`config.mk`:
```
export PLATFORM = sky130hd
export DESIGN_NAME = rc5_l_loader
export DESIGN_NICKNAME = d
export VERILOG_FILES = /design/src/rtl/rc5_l_loader.sv
export SDC_FILE = /design/constraint.sdc
export NUM_CORES = 1
export LEC_CHECK = 0
export ABC_CLOCK_PERIOD_IN_PS = 5900
export BUFFER_PORTS_ARGS = -buffer_cell sky130_fd_sc_hd__buf_2
export CORE_ASPECT_RATIO = 1.4
export CORE_UTILIZATION = 40
export DETAILED_ROUTE_END_ITERATION = 7
export GPL_ROUTABILITY_DRIVEN = 0
export PLACE_DENSITY = 0.72
export SKIP_LAST_GASP = 1
export SLEW_MARGIN = 5
export SYNTH_ARGS = -nofsm -noshare
export SYNTH_HDL_FRONTEND = slang
export SYNTH_SLANG_ARGS = --single-unit
```
`constraint.sdc`:
```
create_clock -name clk -period 5.9 [get_ports clk]
set_input_delay 0.885 -clock clk [delete_from_list [all_inputs] [get_ports clk]]
set_output_delay 0.885 -clock clk [all_outputs]
set_load 0.05 [all_outputs]
```
`src/rtl/rc5_l_loader.sv`:
```
// -----------------------------------------------------------------------------
// rc5_l_loader
// Builds the RC5 L array from a secret key of runtime length b bytes.
// Key bytes are fetched one at a time from a synchronous key RAM with a
// 1-cycle read latency. They are packed little-endian into c = max(1, ceil(b/U))
// words of W bits. Missing tail bytes are zero-filled, and each word is written
// once to the L RAM. The word count c is reported for the S/L mixing stage.
//
// State table
//   state   | meaning
//   IDLE    | waiting for start; key length and word count latched on start
//   ADDR    | drive key RAM address for byte i (address 0 beyond the key)
//   DATA    | key RAM data valid; merge byte i into accumulator lane i%U
//   WRITE   | one-cycle L RAM write of accumulator to L[j]; clear accumulator
//   DONE    | one-cycle done pulse; c_len now holds c
//
// Ports
//   clk            clock, rising edge
//   rst            synchronous reset, active-high
//   start          begin a load (only looked at in IDLE)
//   key_len        key length b in bytes, saturated to B_MAX
//   key_address    key RAM read address
//   key_sub_i      key RAM read data, valid one cycle after key_address
//   L_address      L RAM write address
//   L_sub_i_prima  L RAM write data
//   L_we           L RAM write enable, single-cycle pulses
//   c_len          number of L words c, valid from done until the next start
//   busy           high in every state except IDLE
//   done           single-cycle completion pulse
// -----------------------------------------------------------------------------
module rc5_l_loader #(
  parameter int W     = 32,
  parameter int B_MAX = 16,
  localparam int U     = W / 8,
  localparam int C_MAX = (B_MAX + U - 1) / U,
  localparam int KA_W  = (B_MAX > 1) ? $clog2(B_MAX) : 1,
  localparam int LA_W  = (C_MAX > 1) ? $clog2(C_MAX) : 1,
  localparam int KL_W  = $clog2(B_MAX + 1)
) (
  input  logic            clk,
  input  logic            rst,
  input  logic            start,
  input  logic [KL_W-1:0] key_len,
  output logic [KA_W-1:0] key_address,
  input  logic [7:0]      key_sub_i,
  output logic [LA_W-1:0] L_address,
  output logic [W-1:0]    L_sub_i_prima,
  output logic            L_we,
  output logic [LA_W:0]   c_len,
  output logic            busy,
  output logic            done
);

  // The byte index runs over the whole padded range U*c, which can exceed
  // B_MAX when b is not a multiple of U.
  localparam int I_W   = $clog2(C_MAX * U + 1);
  localparam int SEL_W = $clog2(U);
  localparam int CL_W  = LA_W + 1;

  typedef enum logic [2:0] {
    S_IDLE  = 3'd0,
    S_ADDR  = 3'd1,
    S_DATA  = 3'd2,
    S_WRITE = 3'd3,
    S_DONE  = 3'd4
  } state_t;

  state_t          state, state_n;
  logic [I_W-1:0]  i, i_n;
  logic [LA_W-1:0] j, j_n;
  logic [W-1:0]    acc, acc_n;
  logic [KL_W-1:0] b, b_n;
  logic [CL_W-1:0] c, c_n;
  logic [CL_W-1:0] c_len_q, c_len_n;

  logic [KL_W-1:0]  b_sat;
  logic [CL_W-1:0]  c_calc;
  logic             in_key;
  logic [SEL_W-1:0] byte_sel;
  logic             last_word;

  assign b_sat    = (key_len > KL_W'(B_MAX)) ? KL_W'(B_MAX) : key_len;
  // An empty key still produces one all-zero word.
  assign c_calc   = (b_sat == '0) ? CL_W'(1)
                                  : CL_W'((int'(b_sat) + U - 1) / U);
  assign in_key   = (int'(i) < int'(b));
  assign byte_sel = i[SEL_W-1:0];
  assign last_word = (CL_W'(j) == (c - CL_W'(1)));
  assign c_len    = c_len_q;

  always_ff @(posedge clk) begin
    if (rst) begin
      state   <= S_IDLE;
      i       <= '0;
      j       <= '0;
      acc     <= '0;
      b       <= '0;
      c       <= '0;
      c_len_q <= '0;
    end else begin
      state   <= state_n;
      i       <= i_n;
      j       <= j_n;
      acc     <= acc_n;
      b       <= b_n;
      c       <= c_n;
      c_len_q <= c_len_n;
    end
  end

  always_comb begin
    state_n       = state;
    i_n           = i;
    j_n           = j;
    acc_n         = acc;
    b_n           = b;
    c_n           = c;
    c_len_n       = c_len_q;
    key_address   = '0;
    L_address     = '0;
    L_sub_i_prima = '0;
    L_we          = 1'b0;
    busy          = (state != S_IDLE);
    done          = 1'b0;

    case (state)
      S_IDLE: begin
        if (start) begin
          b_n     = b_sat;
          c_n     = c_calc;
          i_n     = '0;
          j_n     = '0;
          acc_n   = '0;
          state_n = S_ADDR;
        end
      end

      S_ADDR: begin
        // Padding bytes park the RAM address at 0; their data is discarded.
        if (in_key) key_address = i[KA_W-1:0];
        state_n = S_DATA;
      end

      S_DATA: begin
        acc_n[8*int'(byte_sel) +: 8] = in_key ? key_sub_i : 8'h00;
        if (byte_sel == SEL_W'(U - 1)) begin
          state_n = S_WRITE;
        end else begin
          i_n     = i + I_W'(1);
          state_n = S_ADDR;
        end
      end

      S_WRITE: begin
        L_we          = 1'b1;
        L_address     = j;
        L_sub_i_prima = acc;
        acc_n         = '0;
        if (last_word) begin
          c_len_n = c;
          state_n = S_DONE;
        end else begin
          j_n     = j + LA_W'(1);
          i_n     = i + I_W'(1);
          state_n = S_ADDR;
        end
      end

      S_DONE: begin
        done    = 1'b1;
        state_n = S_IDLE;
      end

      default: state_n = S_IDLE;
    endcase
  end

endmodule
```
* After elaboration in Yosys (flattened, before gate mapping) *
Index checks and enable logic that the tools add are counted.
W data, S select, Z words.

operators by class
  add/sub/neg operators = 7
  $lt $le $gt $ge = 2
  equal/unequal tests = 9
  shift-type cells = 2
  multiplexer cells = 23
  bitwise logic cells = 1
  reduce and logical (&&, ||, !) cells = 11

operator list
  operator                   number
  $pmux W32 S3               1
  $mux W32                   2
  $neg A5 Y33                1
  $shift A8 B33 Y32 const A  1
  $shiftx A8 B33 Y32         1
  $bwmux W32                 1
  $mux W5                    4
  $pmux W5 S3                1
  $pmux W3 S4                1
  $mux W3                    3
  $mux W2                    4
  $mux W4                    2
  $mux W8                    1
  $sub A6 B1 Y7 const B      1
  $add A5 B3 Y6 const B      1
  $eq A3 B2 Y1 const B       2
  $ne A2 B2 Y1 const B       3
  $reduce_and A2 Y1          3
  $reduce_bool A3 Y1         2
  $add A5 B1 Y5 const B      1
  $gt A5 B5 Y1 const B       1
  $logic_not A5 Y1           1
  $lt A5 B5 Y1               1
  $pmux W2 S2                1
  other kinds (14)           15

storage, ports and cells
  bits in registers = 53
  input port bits = 16
  word-level logic and storage cells = 62

* Depth between registers and ports, before layout *
Gate-level depths: netlist of run 1.

  depth after elaboration = 8
  gate-level depth with buffers = 7

* Worst setup path after synthesis of run 1 *
OpenSTA, ideal clock, no wires.

  path type = register -> output
  start = register b[3]
  end = output port key_address[2]
  data arrival time = 2.976 ns
  required time = 5.015 ns
  setup slack = 2.039 ns
  stages on the path, launching flop included = 7
  buffers on the path = 0
  path through = dfxtp_1 > inv_1 > ha_1 > a211oi_1 > o21ai_1 > and2_1 > nor4b_1

on the way
  word-level cells in the longest chain between the ends = 3

RTL lines
  item                    RTL line  text
  from (decl)             72        logic [KL_W-1:0] b, b_n;
  from (signal assigned)  105       b <= b_n;
  $lt A5 B5 Y1            86        assign in_key = (int'(i) < int'(b));
  $mux W4                 140       if (in_key) key_address = i[KA_W-1:0];
  $mux W4                 126       case (state)
  to (decl)               44        output logic [KA_W-1:0] key_address,

No other way between the ends.

* Final worst setup path of run 1 *
  start = register i[1]
  end = output port key_address[1]

on the way
  word-level cells in the longest chain between the ends = 3

RTL lines
  item                    RTL line  text
  from (decl)             69        logic [I_W-1:0] i, i_n;
  from (signal assigned)  102       i <= i_n;
  $lt A5 B5 Y1            86
  $mux W4 *               140
  $mux W4 *               126

Mark *: on every way between the ends. The rest lies on a longest branch, timed or not.

==> run_results.csv, run 1 <==
group,metric,value,unit
clock_tree,num_cts_buffers,5,
synthesis,post_synth.cell_area_avg,9.275,um2
hold_path,worstHoldPathCells,2,
layout,utilization,49.14,%
placement,placement.setup.worst_slack,3.006,ns
layout,layout_commonest_cell,"sky130_fd_sc_hd__buf_2",
clock_tree,clock-root-buffer,"sky130_fd_sc_hd__clkbuf_8",
sta,clock.fmax,304.7,MHz
layout,diodes,0,
synthesis,syn-cell-area,0.002606,mm2
synthesis,synth_sequential_area_ratio,40.71,%
sta,hold-worst-slack,0.4568,ns
floorplanning,die-width,70.22,um
synthesis,syn-instance-count,281,
sta,rsz0062_at_grt,"no",
power_and_ir_drop,leakage,1.313,nW
placement,placement.cell_area,0.002935,mm2
floorplanning,core,0.006254,mm2
clock_tree,insertion_delay,0.31,ns
clock_tree,post_cts.repair.setup_buffers,0,
sta,finalSetupTns,0,ns
sta,final_slew_violations,0,
drt,vias_per_cell,5.514,
synthesis,postSynthNetCount,308,
critical_path,worstPathRequired,5.02,ns
drt,drt_pre_antenna_iters,4,
global_route,grt_antenna_before_repair,0,
drt,ant_nets,0,
synthesis,number_of_enable_type_register_cells_in_the_synthesized_netlist,0,
power_and_ir_drop,power_density,241.4,mW/mm2
drt,drt_drc_violations_left,0,
critical_path,crit_path_kind,"reg2out",
layout,area_growth_syn_to_layout,17.91,%
critical_path,critical_path_peak_fanout,7,
placement,dpl.hpwl,4.287,mm
synthesis,postSynth.asyncResetShare,0,%
drt,routed_wire_length_per_instance,14.59,um
floorplanning,die_h,97.51,um
drt,detail_route.wirelength,5.938,mm
synthesis,main_combinational_cell_family_by_area_after_synthesis,"simple AND/OR/NAND/NOR gates",
power_and_ir_drop,worst_ir_drop_vdd,0.1303,mV
hold_path,hold_crit_path_type,"reg2reg",
synthesis,post_synth_mux_area_share,0.3841,%
sta,final.setup.worst_slack,2.618,ns
synthesis,yosys.area_share.xor_xnor,1.344,%
layout,post_route_cells_drive_above_1_share,23.28,%
sta,slew_headroom,48.47,%
clock_tree,clk_pin_slew,0.10,ns
clock_tree,tritoncts,"yes",
clock_tree,cts_hold_repair.buffers,0,
global_route,grtUsageTotal,17.92,%
clock_tree,cts_resized,0,
clock_tree,cts.htree.levels,2,
floorplanning,full_die_area,0.006847,mm2
floorplanning,initial_core_util,41.68,%
clock_tree,cts.sinks,53,
status,outcome,"finished, final reports clean",
sta,timing_worst_slew_pin_value,0.7722,ns
synthesis,synthSimpleGateAreaFrac,25.73,%
critical_path,worst-r2r-cell-count,5,
global_route,grt_start_max_net_pins,39,
sta,post-route-min-period,3.282,ns
floorplanning,floorplan.io_pins,60,
critical_path,setup.worst_path.end_class,"primary output",
critical_path,cp_data_arrival_time,2.40,ns
sta,fin_crit_share,55.62,%
layout,layout.cells.non_filler,407,
synthesis,synth_fa_ha_area_share,5.281,%
drt,vias,2244,
synthesis,post_synth_num_cell_types,46,
synthesis,dominantRegCellSynth,"sky130_fd_sc_hd__dfxtp_1",
layout,final_net_count,361,
global_route,first_global_vias,2008,
synthesis,yosys_warnings,0,
power_and_ir_drop,fin_total_pwr,741.9,uW
placement,placed_cells_incl_taps,399,
critical_path,start_kind,"flop",
sta,final_hold_viol_count,0,
synthesis,synth_seq_cells,53,
clock_tree,clock_tree.buffer_depth,2,
layout,layout.cell_area.non_filler,0.003073,mm2
global_route,grt_pass1_wl,9.922,mm
flow_run,max_cap_viol_count,0,
layout,most_frequent_cells_in_the_layout,"59 x sky130_fd_sc_hd__buf_2, 53 x sky130_fd_sc_hd__dfxtp_1, 35 x sky130_fd_sc_hd__and2_1, 32 x sky130_fd_sc_hd__a22o_1, 18 x sky130_fd_sc_hd__nand2_1",
sta,setup_viol_count_final,0,
floorplanning,fp-row-count,34,
synthesis,compound_gate_portion_of_the_synthesized_area,22.66,%
global_route,grt.overflow.total,0,
critical_path,r2r_setup_slack,3.39,ns
drt,drtIter0Drc,123,
layout,fill_cells,595,
sta,finClkSkew,0.002473,ns
placement,port_buffers,59,
[cell families after synthesis]
| family | count (synthesis) |
|---|---|
| compound gates | 75 |
| xor+xnor | 4 |
| fa+ha+maj | 11 |
| buf+inv | 25 |
| flops | 53 |
| mux | 1 |
| simple gates | 112 |
[worst paths after layout]
path / from / endpoint
worst max-delay path: i[1]$_SDFFE_PP0P_ / key_address[1]
worst min-delay path: b[3]$_SDFFE_PP0P_ / b[3]$_SDFFE_PP0P_
worst max register to register: state[1]$_SDFFE_PP0N_ / i[2]$_SDFFE_PP0P_
worst min register to register: b[3]$_SDFFE_PP0P_ / b[3]$_SDFFE_PP0P_
[layer usage]
layer	track usage (%)	wire [um]	vias to the layer above
met1	22.78	2648	1048
met5	0	0	-
met2	30.84	2941	74
li1	-	-	1116
met4	4.615	58	0
met3	3.112	289	6
[synth_stat cells, drive strengths merged (4+ instances only)]
master	count	share of area, %
nor4b	5	2.2
ha	11	5.3
a21boi	5	1.4
nor3	4	0.77
dfxtp	53	41
inv	12	1.7
clkbuf	11	1.6
nand2	18	2.6
nor2	10	1.4
nor2b	9	2.2
a21oi	15	2.9
o21ai	9	1.7
nand3	7	1.3
nand3b	6	1.7
or4	5	1.4
a22o	32	11
and2	35	8.4
a211oi	4	2.0
[state kept, by name, summed over array words and instances, names as in the netlist]
| signal | count |
|---|---|
| j | 2 |
| i | 5 |
| c | 3 |
| b | 5 |
| state | 3 |
| acc | 32 |
| c_len | 3 |
[worst max-delay path, cell delays in order, from the launching register on]
cell	delay, ns
sky130_fd_sc_hd__dfxtp_1	0.49
sky130_fd_sc_hd__ha_1	0.29
sky130_fd_sc_hd__o211ai_1	0.15
sky130_fd_sc_hd__o21ai_1	0.26
sky130_fd_sc_hd__and2_1	0.28
sky130_fd_sc_hd__nor4_1	0.30
sky130_fd_sc_hd__buf_2	0.33
[power breakdown]
group          switching, mW  internal, mW
logic                 0.0504        0.0258
registers            0.00879         0.363
clock network          0.123         0.171
total                  0.182         0.560
[final cells by class]
cell class                 instances  area (um2)  area share, %
multi-input combinational        203        1444          46.99
clock inverter                     3       68.82          2.239
timing repair buffer              59       295.3          9.609
tap                               72       90.09          2.932
sequential                        53        1061          34.53
clock buffer                       5       68.82          2.239
inverter                          12       45.04          1.466
(Power assumes the default switching activity.)
==> inputs of run 2 (changes only) <==
ABC_CLOCK_PERIOD_IN_PS = 3300   (was 5900)
clock period = 3.3 ns   (was 5.9 ns; I/O delays follow)
==> run 2 against run 1 <==
  * Clock-buffer cell count unchanged
  * Clock skew up 0.0030 ns
  * Design area unchanged
  * Sequential cell count unchanged
  * Register-to-register slack worse by 2.5 ns
  * Clock power up 79%
==> run_results.csv, run 2 (synthesized netlist as in run 1, its figures left out) <==
group,metric,value,unit
status,outcome,"finished, final reports clean",
power_and_ir_drop,netSwitchingPower,325.6,uW
critical_path,worstPathRequired,2.80,ns
power_and_ir_drop,power.sequential.fraction,50.1,%
floorplanning,core,0.006254,mm2
power_and_ir_drop,leakage,1.313,nW
critical_path,r2r_setup_slack,0.86,ns
drt,vias,2204,
power_and_ir_drop,worst_ir_drop_vdd,0.2232,mV
floorplanning,fp-row-count,34,
flow_run,max_cap_viol_count,0,
placement,port_buffers,59,
sta,fin_crit_share,89.65,%
critical_path,crit_path_kind,"reg2out",
clock_tree,clock_tree.buffer_depth,2,
layout,diodes,0,
critical_path,cp_data_arrival_time,2.46,ns
global_route,grt.overflow.total,0,
sta,clock.fmax,338.0,MHz
sta,setup_viol_count_final,0,
critical_path,worst_r2r_startpoint,"i[0]$_SDFFE_PP0P_",
critical_path,start_kind,"flop",
clock_tree,cts.htree.levels,2,
floorplanning,floorplan.io_pins,60,
clock_tree,post_cts.repair.setup_buffers,0,
layout,multi_input_gate_area_in_the_final_layout,0.001444,mm2
sta,final_hold_viol_count,0,
power_and_ir_drop,switching_share,24.56,%
clock_tree,cts.sinks,53,
hold_path,worstHoldPathCells,2,
clock_tree,clock-root-buffer,"sky130_fd_sc_hd__clkbuf_8",
drt,ant_nets,0,
placement,placement.cell_area,0.002935,mm2
drt,drt_drc_violations_left,0,
critical_path,worst-r2r-cell-count,6,
sta,finClkSkew,0.005493,ns
layout,layout_commonest_cell,"sky130_fd_sc_hd__buf_2",
placement,dpl.hpwl,4.314,mm
layout,most_frequent_cells_in_the_layout,"59 x sky130_fd_sc_hd__buf_2, 53 x sky130_fd_sc_hd__dfxtp_1, 35 x sky130_fd_sc_hd__and2_1, 32 x sky130_fd_sc_hd__a22o_1, 18 x sky130_fd_sc_hd__nand2_1",
sta,final.setup.worst_slack,0.3416,ns
floorplanning,full_die_area,0.006847,mm2
critical_path,critical_path_peak_fanout,5,
layout,layout.cell_area.non_filler,0.003073,mm2
floorplanning,initial_core_util,41.68,%
drt,detail_route.wirelength,5.927,mm
hold_path,hold_path_end,"b[1]$_SDFFE_PP0P_",
critical_path,worst_setup_path_startpoint,"i[3]$_SDFFE_PP0P_",
global_route,grt_antenna_before_repair,0,
layout,largest-register,"acc",
hold_path,min-delay-start,"b[1]$_SDFFE_PP0P_",
global_route,grtUsageTotal,17.58,%
sta,timing_worst_slew_pin_value,0.7796,ns
sta,post-route-min-period,2.958,ns
sta,rsz0062_at_grt,"no",
power_and_ir_drop,clockPowerShare,39.6,%
floorplanning,die-width,70.22,um
power_and_ir_drop,pwr-share-comb,10.3,%
clock_tree,cts_hold_repair.buffers,0,
global_route,grt_start_max_net_pins,39,
critical_path,setup.worst_path.end_class,"primary output",
clock_tree,cts_resized,0,
global_route,grt_pass1_wl,9.873,mm
drt,vias_per_cell,5.415,
clock_tree,insertion_delay,0.31,ns
drt,drt_pre_antenna_iters,4,
hold_path,hold_crit_path_type,"reg2reg",
drt,drtIter0Drc,114,
sta,slew_headroom,47.97,%
layout,area_growth_syn_to_layout,17.91,%
sta,final_slew_violations,0,
global_route,first_global_vias,2015,
layout,final_net_count,361,
critical_path,reg2reg_to,"acc[19]$_SDFFE_PP0P_",
clock_tree,tritoncts,"yes",
layout,fill_cells,590,
clock_tree,num_cts_buffers,5,
clock_tree,clk_pin_slew,0.09,ns
power_and_ir_drop,power_density,431.5,mW/mm2
floorplanning,die_h,97.51,um
layout,post_route_cells_drive_above_1_share,23.28,%
drt,routed_wire_length_per_instance,14.56,um
layout,largest_register_ff_count,32,
power_and_ir_drop,internal-power,1.000,mW
layout,register_area,0.001061,mm2
layout,top_regs,"acc (32), b (5), i (5)",
placement,placement.setup.worst_slack,0.7054,ns
-- run 2: cell counts in the layout (fill, tap and decap cells not counted) --
No cell type changed its count.
-- run 2: power by group through the flow --
stage / combinational, mW / clock (mW) / sequential (mW)
4_1_cts: 0.137 / 0.537 / 0.664
2_1_floorplan: 0.103 / 0 / 0.673
5_1_grt: 0.152 / 0.557 / 0.667
3_3_place_gp: 0.134 / 0 / 0.679
6_report: 0.137 / 0.525 / 0.664
3_5_place_dp: 0.136 / 0 / 0.679
-- run 2: how the worst max path moves through the flow --
stage | depth (start not counted) | slack (ns) | endpoint
4_1_cts | 6 | 0.34 | key_address[2]
5_1_grt | 6 | 0.19 | key_address[2]
3_3_place_gp | 6 | 0.75 | key_address[3]
3_5_place_dp | 6 | 0.71 | key_address[2]
2_1_floorplan | 6 | -0.17 | key_address[2]
6_report | 6 | 0.34 | key_address[2]
-- run 2: through the flow --
stage | instances | utilization [%] | hold slack, ns | power, mW | setup TNS [ns]
after global placement | 399 | 46.94 | 0.4407 | 0.8126 | 0
after floorplan | 281 | - | 0.4271 | 0.7760 | -0.3747
after global routing | 407 | 49.14 | 0.4636 | 1.377 | 0
final | 407 | 49.14 | 0.4545 | 1.326 | 0
after CTS | 407 | 49.14 | 0.4512 | 1.338 | 0
after detailed placement | 399 | 46.94 | 0.4438 | 0.8150 | 0
-- run 2: layout make-up --
type,count,area share (%)
inverter,12,1.466
tap,72,2.932
clock buffer,5,2.239
multi-input combinational,203,46.99
sequential,53,34.53
clock inverter,3,2.239
timing repair buffer,59,9.609
-- run 2: layer usage --
layer / share of wire, % / wire length [um] / track usage [%]
met5: 0 / 0 / 0
met4: 0.69 / 41 / 4.308
met3: 4.0 / 240 / 2.905
met2: 50 / 2952 / 29.96
met1: 45 / 2693 / 22.82
-- run 2: worst max-delay path, cell delays in order, from the launching register on --
cell and delay [ns]:
sky130_fd_sc_hd__dfxtp_1 0.42, sky130_fd_sc_hd__ha_1 0.27, sky130_fd_sc_hd__a211oi_1 0.24, sky130_fd_sc_hd__o21ai_1 0.28
sky130_fd_sc_hd__and2_1 0.27, sky130_fd_sc_hd__nor4b_1 0.35, sky130_fd_sc_hd__buf_2 0.33
